===== src/rtl/param_counter_pkg.sv =====
// ----------------------------------------------------------------------------
// param_counter_pkg
// This package holds the constants and helpers shared by param_updown_counter
// and its prescaler.
//   DIR_DOWN / DIR_UP : encodings of the up_dn input
//   clamp_load()      : limits a parallel-load value to the terminal value
// ----------------------------------------------------------------------------
package param_counter_pkg;

   localparam logic DIR_DOWN = 1'b0;
   localparam logic DIR_UP   = 1'b1;

   // Returns val limited to max, so a load can never leave the counter
   // above its terminal value.
   function automatic int unsigned clamp_load(input int unsigned val,
                                              input int unsigned max);
      return (val > max) ? max : val;
   endfunction

endpackage


===== src/rtl/counter_prescaler.sv =====
// ----------------------------------------------------------------------------
// counter_prescaler
// This module divides the count enable. It produces one step every PRESCALE
// enabled cycles. The top instantiates it only when PRESCALE > 1.
// Ports:
//   clk    : rising-edge clock
//   rst    : asynchronous active-high reset (presc -> 0)
//   enable : count enable; presc advances on every enabled cycle
//   clr    : synchronous clear of presc (used by a parallel load)
//   step   : combinational, enable && presc at PRESCALE-1
// ----------------------------------------------------------------------------
module counter_prescaler #(
   parameter int unsigned PRESCALE = 2
) (
   input  logic clk,
   input  logic rst,
   input  logic enable,
   input  logic clr,
   output logic step
);

   localparam int unsigned    PW         = $clog2(PRESCALE);
   localparam logic [PW-1:0]  PRESC_LAST = PW'(PRESCALE - 1);
   localparam logic [PW-1:0]  PRESC_ONE  = PW'(1);

   logic [PW-1:0] presc_q;
   logic [PW-1:0] presc_d;

   assign step = enable && (presc_q == PRESC_LAST);

   // NOTE: every variable assigned in always_comb gets a default value first.
   // Without it, any path that skips the assignment infers a latch.
   always_comb begin
      presc_d = presc_q;
      if (clr) begin
         presc_d = '0;
      end else if (step) begin
         presc_d = '0;
      end else if (enable) begin
         presc_d = presc_q + PRESC_ONE;
      end
   end

   // NOTE: sequential state is updated only with non-blocking (<=)
   // assignments. This lets every flop sample the values from before the edge.
   always_ff @(posedge clk or posedge rst) begin
      if (rst) begin
         presc_q <= '0;
      end else begin
         presc_q <= presc_d;
      end
   end

endmodule


===== src/rtl/param_updown_counter.sv =====
// ----------------------------------------------------------------------------
// param_updown_counter
// This is a parametrised up/down counter with an enable prescaler,
// a synchronous parallel load (clamped to MAX_VAL) and a registered
// one-cycle terminal-count pulse.
// Priority per edge: rst > load > step > hold.
// Optional feature macro: PARAM_COUNTER_SAT_EN adds input 'sat'. When it is
// high, a step past a terminal value holds count and still pulses tc.
// Ports:
//   clk       : rising-edge clock
//   rst       : asynchronous active-high reset
//   enable    : count enable, qualified by the prescaler
//   up_dn     : 1 = up, 0 = down, sampled on each step
//   load      : synchronous parallel load request
//   load_val  : value loaded (clamped to MAX_VAL)
//   sat       : (PARAM_COUNTER_SAT_EN only) saturate instead of wrap
//   count     : registered counter value
//   tc        : registered one-cycle wrap/terminal pulse
//   busy_step : combinational, high in a cycle that is a count step
// ----------------------------------------------------------------------------
module param_updown_counter
   import param_counter_pkg::*;
#(
   parameter int unsigned WIDTH    = 8,
   parameter int unsigned MAX_VAL  = 2**WIDTH - 1,
   parameter int unsigned PRESCALE = 1
) (
   input  logic             clk,
   input  logic             rst,
   input  logic             enable,
   input  logic             up_dn,
   input  logic             load,
   input  logic [WIDTH-1:0] load_val,
`ifdef PARAM_COUNTER_SAT_EN
   input  logic             sat,
`endif
   output logic [WIDTH-1:0] count,
   output logic             tc,
   output logic             busy_step
);

   localparam logic [WIDTH-1:0] MAX_C = WIDTH'(MAX_VAL);
   localparam logic [WIDTH-1:0] ONE_C = WIDTH'(1);

   logic             step;
   logic [WIDTH-1:0] count_q, count_d;
   logic             tc_q, tc_d;
   logic             at_end;
   logic [WIDTH-1:0] wrap_val;

   generate
      if (PRESCALE > 1) begin : g_presc
         counter_prescaler #(
            .PRESCALE (PRESCALE)
         ) u_presc (
            .clk    (clk),
            .rst    (rst),
            .enable (enable),
            .clr    (load),
            .step   (step)
         );
      end else begin : g_no_presc
         assign step = enable;
      end
   endgenerate

   // at_end is high when the next step in the current direction crosses a terminal value.
   assign at_end   = (up_dn == DIR_UP) ? (count_q == MAX_C) : (count_q == '0);
   assign wrap_val = (up_dn == DIR_UP) ? '0 : MAX_C;

   always_comb begin
      count_d = count_q;
      tc_d    = 1'b0;
      if (load) begin
         // A load wins over a coincident step; the step is dropped.
         count_d = WIDTH'(clamp_load(32'(load_val), MAX_VAL));
      end else if (step) begin
         if (at_end) begin
            tc_d = 1'b1;
`ifdef PARAM_COUNTER_SAT_EN
            count_d = sat ? count_q : wrap_val;
`else
            count_d = wrap_val;
`endif
         end else if (up_dn == DIR_UP) begin
            count_d = count_q + ONE_C;
         end else begin
            count_d = count_q - ONE_C;
         end
      end
   end

   // NOTE: only the architectural state is reset. Reset forces the outputs
   // to their idle values immediately, before any clock edge arrives.
   always_ff @(posedge clk or posedge rst) begin
      if (rst) begin
         count_q <= '0;
         tc_q    <= 1'b0;
      end else begin
         count_q <= count_d;
         tc_q    <= tc_d;
      end
   end

   assign count     = count_q;
   assign tc        = tc_q;
   assign busy_step = step;

endmodule


===== config.mk =====
export PLATFORM = sky130hd
export DESIGN_NAME = param_updown_counter
export DESIGN_NICKNAME = d
export VERILOG_FILES = /design/src/rtl/param_counter_pkg.sv /design/src/rtl/counter_prescaler.sv /design/src/rtl/param_updown_counter.sv
export SDC_FILE = /design/constraint.sdc
export NUM_CORES = 1
export LEC_CHECK = 0
export ABC_AREA = 1
export CAP_MARGIN = 25
export CORE_ASPECT_RATIO = 1.1
export CORE_MARGIN = 2
export CORE_UTILIZATION = 47
export DETAILED_ROUTE_END_ITERATION = 16
export PLACE_DENSITY = 0.91
export REMOVE_ABC_BUFFERS = 1
export SYNTH_ARGS = -nofsm -noshare
export SYNTH_HDL_FRONTEND = slang
export SYNTH_SLANG_ARGS = --single-unit

===== constraint.sdc =====
create_clock -name clk -period 3.3 [get_ports clk]
set_input_delay 0.33 -clock clk [delete_from_list [all_inputs] [get_ports clk]]
set_output_delay 0.33 -clock clk [all_outputs]
set_load 0.05 [all_outputs]

# Yosys cells after proc, flatten, opt, wreduce, memory -nomap -nowiden
# Index checks and enable logic that the tools add are counted.
# Widths: inputs -> output; s select.
# totals
register_bits	9
latch_bits	0
mem_bits_rw	0
rom_bits	0
inputBits	13
out_inout_bits	10
word_cells	16
mem_count	0
# op_classes
addsub	2
multipliers	0
div_mod_pow	0
n_lt_le_gt_ge	0
eq_ne	1
shift	0
n_mux	9
bitwise_logic	0
n_reduce_logical	2
# ops
op	n
$mux 8	5
$add 8x1->8 const B	1
$eq 8x8->1 const B	1
$logic_not 8->1	1
$sub 8x1->8 const B	1
$mux 1	4
$reduce_bool 2->1	1

# Logic depth before layout (Yosys ltp)
# logic_depth
ltp_word	5
mapped_depth	11

# Worst setup path before layout
# Ideal clock, no wire load.
# synth_path
path_type	flip-flop to flip-flop
startpoint	register count_q[3] (netlist: count[3])
endpoint	register count_q[6] (netlist: count[6])
arrival_time_ps	1669
required_time_ps	3182
path_slack_ps	1513
stages_incl_launch_ff	9
path_cell_list	dfrtp_1 -> ha_1 -> or2_2 -> nand3b_1 -> nand3_1 -> nand3_1 -> nand2_1 -> nand2_1 -> nand2_1
# synth_via
elab_chain_len	5
# synth_lines
element	line_no	source
start: declaration	param_updown_counter.sv:46	logic [WIDTH-1:0] count_q, count_d;
start signal: assignment	param_updown_counter.sv:100	count_q <= count_d;
$sub 8x1->8 (tied with other cells)	param_updown_counter.sv:88	count_d = count_q - ONE_C;
$mux 8 / $mux 1 (equally long branches)	param_updown_counter.sv:85, param_updown_counter.sv:68	
$mux 8 (*)	param_updown_counter.sv:78	if (at_end) begin
$mux 8 (*)	param_updown_counter.sv:77	end else if (step) begin
$mux 8 (*)	param_updown_counter.sv:74	if (load) begin
# Every way passes the cells marked *; elsewhere a longest branch is shown, timed or not. The select of a mux whose other input is x is not followed.
# A chain may end at the register's enable or synchronous reset.

# Worst setup path after layout
# layout_path
startpoint	input up_dn
endpoint	register count_q[4] (netlist: count[4])
# layout_via
elab_chain_len	4
# layout_lines
element	line_no	source
start: declaration	param_updown_counter.sv:31	input logic up_dn,
$mux 8 (tied with other cells)	param_updown_counter.sv:85	end else if (up_dn == DIR_UP) begin
$mux 8 (*)	param_updown_counter.sv:78	
$mux 8 (*)	param_updown_counter.sv:77	
$mux 8 (*)	param_updown_counter.sv:74	
# Marks and branches as above.

==> metrics.log <==
INFO  metric postCtsSetupRepairBufs = 0
INFO  metric synth_sequential_area_ratio = between 20 and 30%
INFO  metric share_seq_of_total_power = 27.7%
INFO  metric worst_setup_path_startpoint = up_dn
INFO  metric globalRouteTotalUtil = 22.03%
INFO  metric via_per_inst = 5.551
INFO  metric total_power = just over 0.0006 W
INFO  metric synth.cells.most_frequent = nand2_1, nor2_1, inv_1
INFO  metric worst_slew_margin_rel = 65.89%
INFO  metric final_min_period_over_clock_period = 62.86%
INFO  metric grt_max_degree = 10
INFO  metric synth_seq_cells = 9
INFO  metric wire_length_of_the_first_global_routing_pass = roughly 3.4 mm
INFO  metric cts-htree-levels = 1
INFO  metric fillerInstances = 135
INFO  metric setup-tns-final = 0 ns
INFO  metric cp_data_arrival_time = approximately 2.3 ns
INFO  metric power.switching_fraction = roughly half
INFO  metric globalplace.congestion = roughly 0.84
INFO  metric worst_r2r_endpoint = count[4]$_DFFE_PP0P_
INFO  metric worst_pin_slew = about 0.51 ns
INFO  metric crit_end = count[4]$_DFFE_PP0P_
INFO  metric worstHoldPathType = in2async
INFO  metric layout-drive-gt1-share = between 7 and 8%
INFO  metric post-synth-top-area-cell = dfrtp_1
INFO  metric antenna_found_initial = 0
INFO  metric postRouteAntennaNets = 0
INFO  metric pwr_density_cell = roughly 570 mW/mm²
INFO  metric final_clock_skew = 0.007727 ns
INFO  metric worst_r2r_src = count[0]$_DFFE_PP0P_
INFO  metric synth_cell_type_count = 23
INFO  metric port_buffers = 22
INFO  metric max-clock-path-buffers = 2
INFO  metric core = between 0.0015 and 0.002 mm²
INFO  metric worst_setup_hold_path_clk_slew = approximately 0.07 ns
INFO  metric initialDrtViolationCount = 43
INFO  metric synth-warning-count = 0
INFO  metric total_leakage_power = around 0.54 nW
INFO  metric timing.reg2reg.worst_path_depth = 7
INFO  metric syn-mean-instance-area = 6.526 µm²
INFO  metric clock_buffer_count_from_cts = 3
INFO  metric clock_power_share = 14.1%
INFO  metric dpl.hpwl = about 1.8 mm
INFO  metric insertion_delay = between 0.2 and 0.3 ns
INFO  metric post_drt_wl_per_cell = about 13 µm
INFO  metric detailroute.via_count = 927
INFO  metric placement_rows = 15
INFO  metric power_frac_comb = around three fifths
INFO  metric setup.worst_path.start_class = primary input
INFO  metric timing.max_cap.violations = 0
INFO  metric dieArea = 0.002085 mm²
INFO  metric timing_max_transition_violations_final = 0
INFO  metric run_status = completed
INFO  metric stdcell_count = roughly 170
INFO  metric ys_async_sr_fraction = between 90% and 100%
INFO  metric highest_fanout_seen_on_the_critical_path = 7
INFO  metric timing.final.hold_violations = 0
INFO  metric synth-edff-count = 0
INFO  metric grt_setup_unrepaired = no
INFO  metric fmax = 0.4821 GHz
INFO  metric setup-violations-final = 0
INFO  metric synthDominantCellAreaShare = 27.61%
INFO  metric netlist_area = 815.8 µm²
INFO  metric global_route.overflow_total = 0
INFO  metric num_antenna_cells = 0
INFO  metric path_class = in2reg
INFO  metric ys_top_cells_by_area = dfrtp_1, nand2_1, ha_1
INFO  metric intPower = roughly 0.00031 W
INFO  metric first_pass_iters = 4
INFO  metric cts_resized = 0
INFO  metric synthCells = about 130
INFO  metric cp-end-kind = flop
INFO  metric timing.final.crit_period = a little over 2 ns
INFO  metric drt_drc_violations_left = 0
INFO  metric number_of_global_route_vias_before_repair = 841
INFO  metric cts_tree = yes
INFO  metric cts.root.buffer_cell = clkbuf_4
INFO  metric post-synth-top-count-cell = nand2_1
INFO  metric dominantRegCellSynth = dfrtp_1
INFO  metric ctsHoldBuffers = 0
INFO  metric detail_route.wirelength = about 2.1 mm
INFO  metric syn_to_final_growth = 31.90%
INFO  metric io_pins = 23
INFO  metric reg2reg_setup_slack = between 1.5 and 2 ns
INFO  metric dieHeight = ~48 µm
INFO  metric final_net_count = 171
INFO  metric start_util = between 50% and 60%
INFO  metric p_switching = 0.0002967 W
INFO  metric worst-endpoint-required = 3.47 ns
INFO  metric die_width = between 40 and 50 µm
INFO  metric cts.sinks = 9
INFO  metric dp_cells = roughly 160
INFO  metric max-vdd-ir-drop = ~0.49 mV
==> power groups by stage <==
stage	sequential, W	clock, W	combinational (W)
after floorplan	0.000234	0	0.000176
after global placement	0.000169	0	0.000339
after detailed placement	0.000169	0	0.000351
after CTS	0.000167	0.0000858	0.000355
after global routing	0.000173	0.0000908	0.000386
final	0.000170	0.0000864	0.000355
==> layout make-up <==
type                            instances  area, µm²  area share, %
Inverter                               16      60.06          5.581
Sequential cell                         9      225.2          20.93
Multi-Input combinational cell         99      523.0          48.60
Tap cell                               17      21.27          1.977
Timing Repair Buffer                   22      220.2          20.47
Clock buffer                            4      26.28          2.442
==> metrics by stage <==
stage	utilization, %	hold WS [ns]	worst slack, ns	instance area (µm²)
after CTS	67.45	0.3647	1.229	1076
after global placement	65.80	0.5734	1.005	1050
after global routing	67.45	0.3809	1.087	1076
final	67.45	0.3537	1.226	1076
after floorplan	-	0.1579	1.513	808.3
after detailed placement	65.80	0.5881	0.9757	1050
==> flip-flops by register name, indices dropped and copies added (netlist names) <==
signal  count
count       8
tc          1
==> routing by layer <==
layer  share of wire (%)  track usage, %  routed length (µm)  up-vias
li1                    -               -                   -      454
met1                  42           24.88                 895      409
met2                  47           40.59                1014       55
met3                 7.9           3.774                 169        9
met4                 3.1           10.91                  67        0
met5                   0               0                   0        -
==> how the worst min path moves through the flow <==
stage	end	slack (ns)	depth (start not counted)
after floorplan	count[0]$_DFFE_PP0P_	0.16	1
final	count[7]$_DFFE_PP0P_	0.35	2
after global routing	count[5]$_DFFE_PP0P_	0.38	2
after global placement	count[7]$_DFFE_PP0P_	0.57	2
after detailed placement	count[7]$_DFFE_PP0P_	0.59	2
after CTS	count[0]$_DFFE_PP0P_	0.36	2
==> cell families after synthesis <==
logic type | count (synthesis) | share of synthesized area (%)
AOI/OAI and AO/OA | 13 | 8.896
adders and majority gates | 7 | 11.66
buffers and inverters | 17 | 8.283
xor gates and xnor gates | 3 | 3.221
and+or+nand+nor | 76 | 40.34
DFF | 9 | 27.61
==> worst max-delay path: stages <==
cell,delay (ns)
clkdlybuf4s50_1,0.56
inv_1,0.18
ha_1,0.36
or2_2,0.31
nand2_1,0.08
xnor2_1,0.14
nand2_1,0.10
a21oi_1,0.17
==> layout by cell type, fill, tap and decap left out, types with 2 or more instances in the layout <==
cell type        synthesis  routed
o22ai_1                  5       5
inv_1                   13      13
nand3b_1                 2       2
a21oi_1                  7       7
inv_2                    2       2
clkbuf_4                 0       3
dfrtp_1                  9       9
nor2_1                  14      14
clkdlybuf4s50_1          0      22
or2_2                    3       3
nand2_1                 42      42
ha_1                     6       6
nand3_1                  9       9
xor2_1                   2       2
No activity file was read; power rests on OpenSTA's default activity.
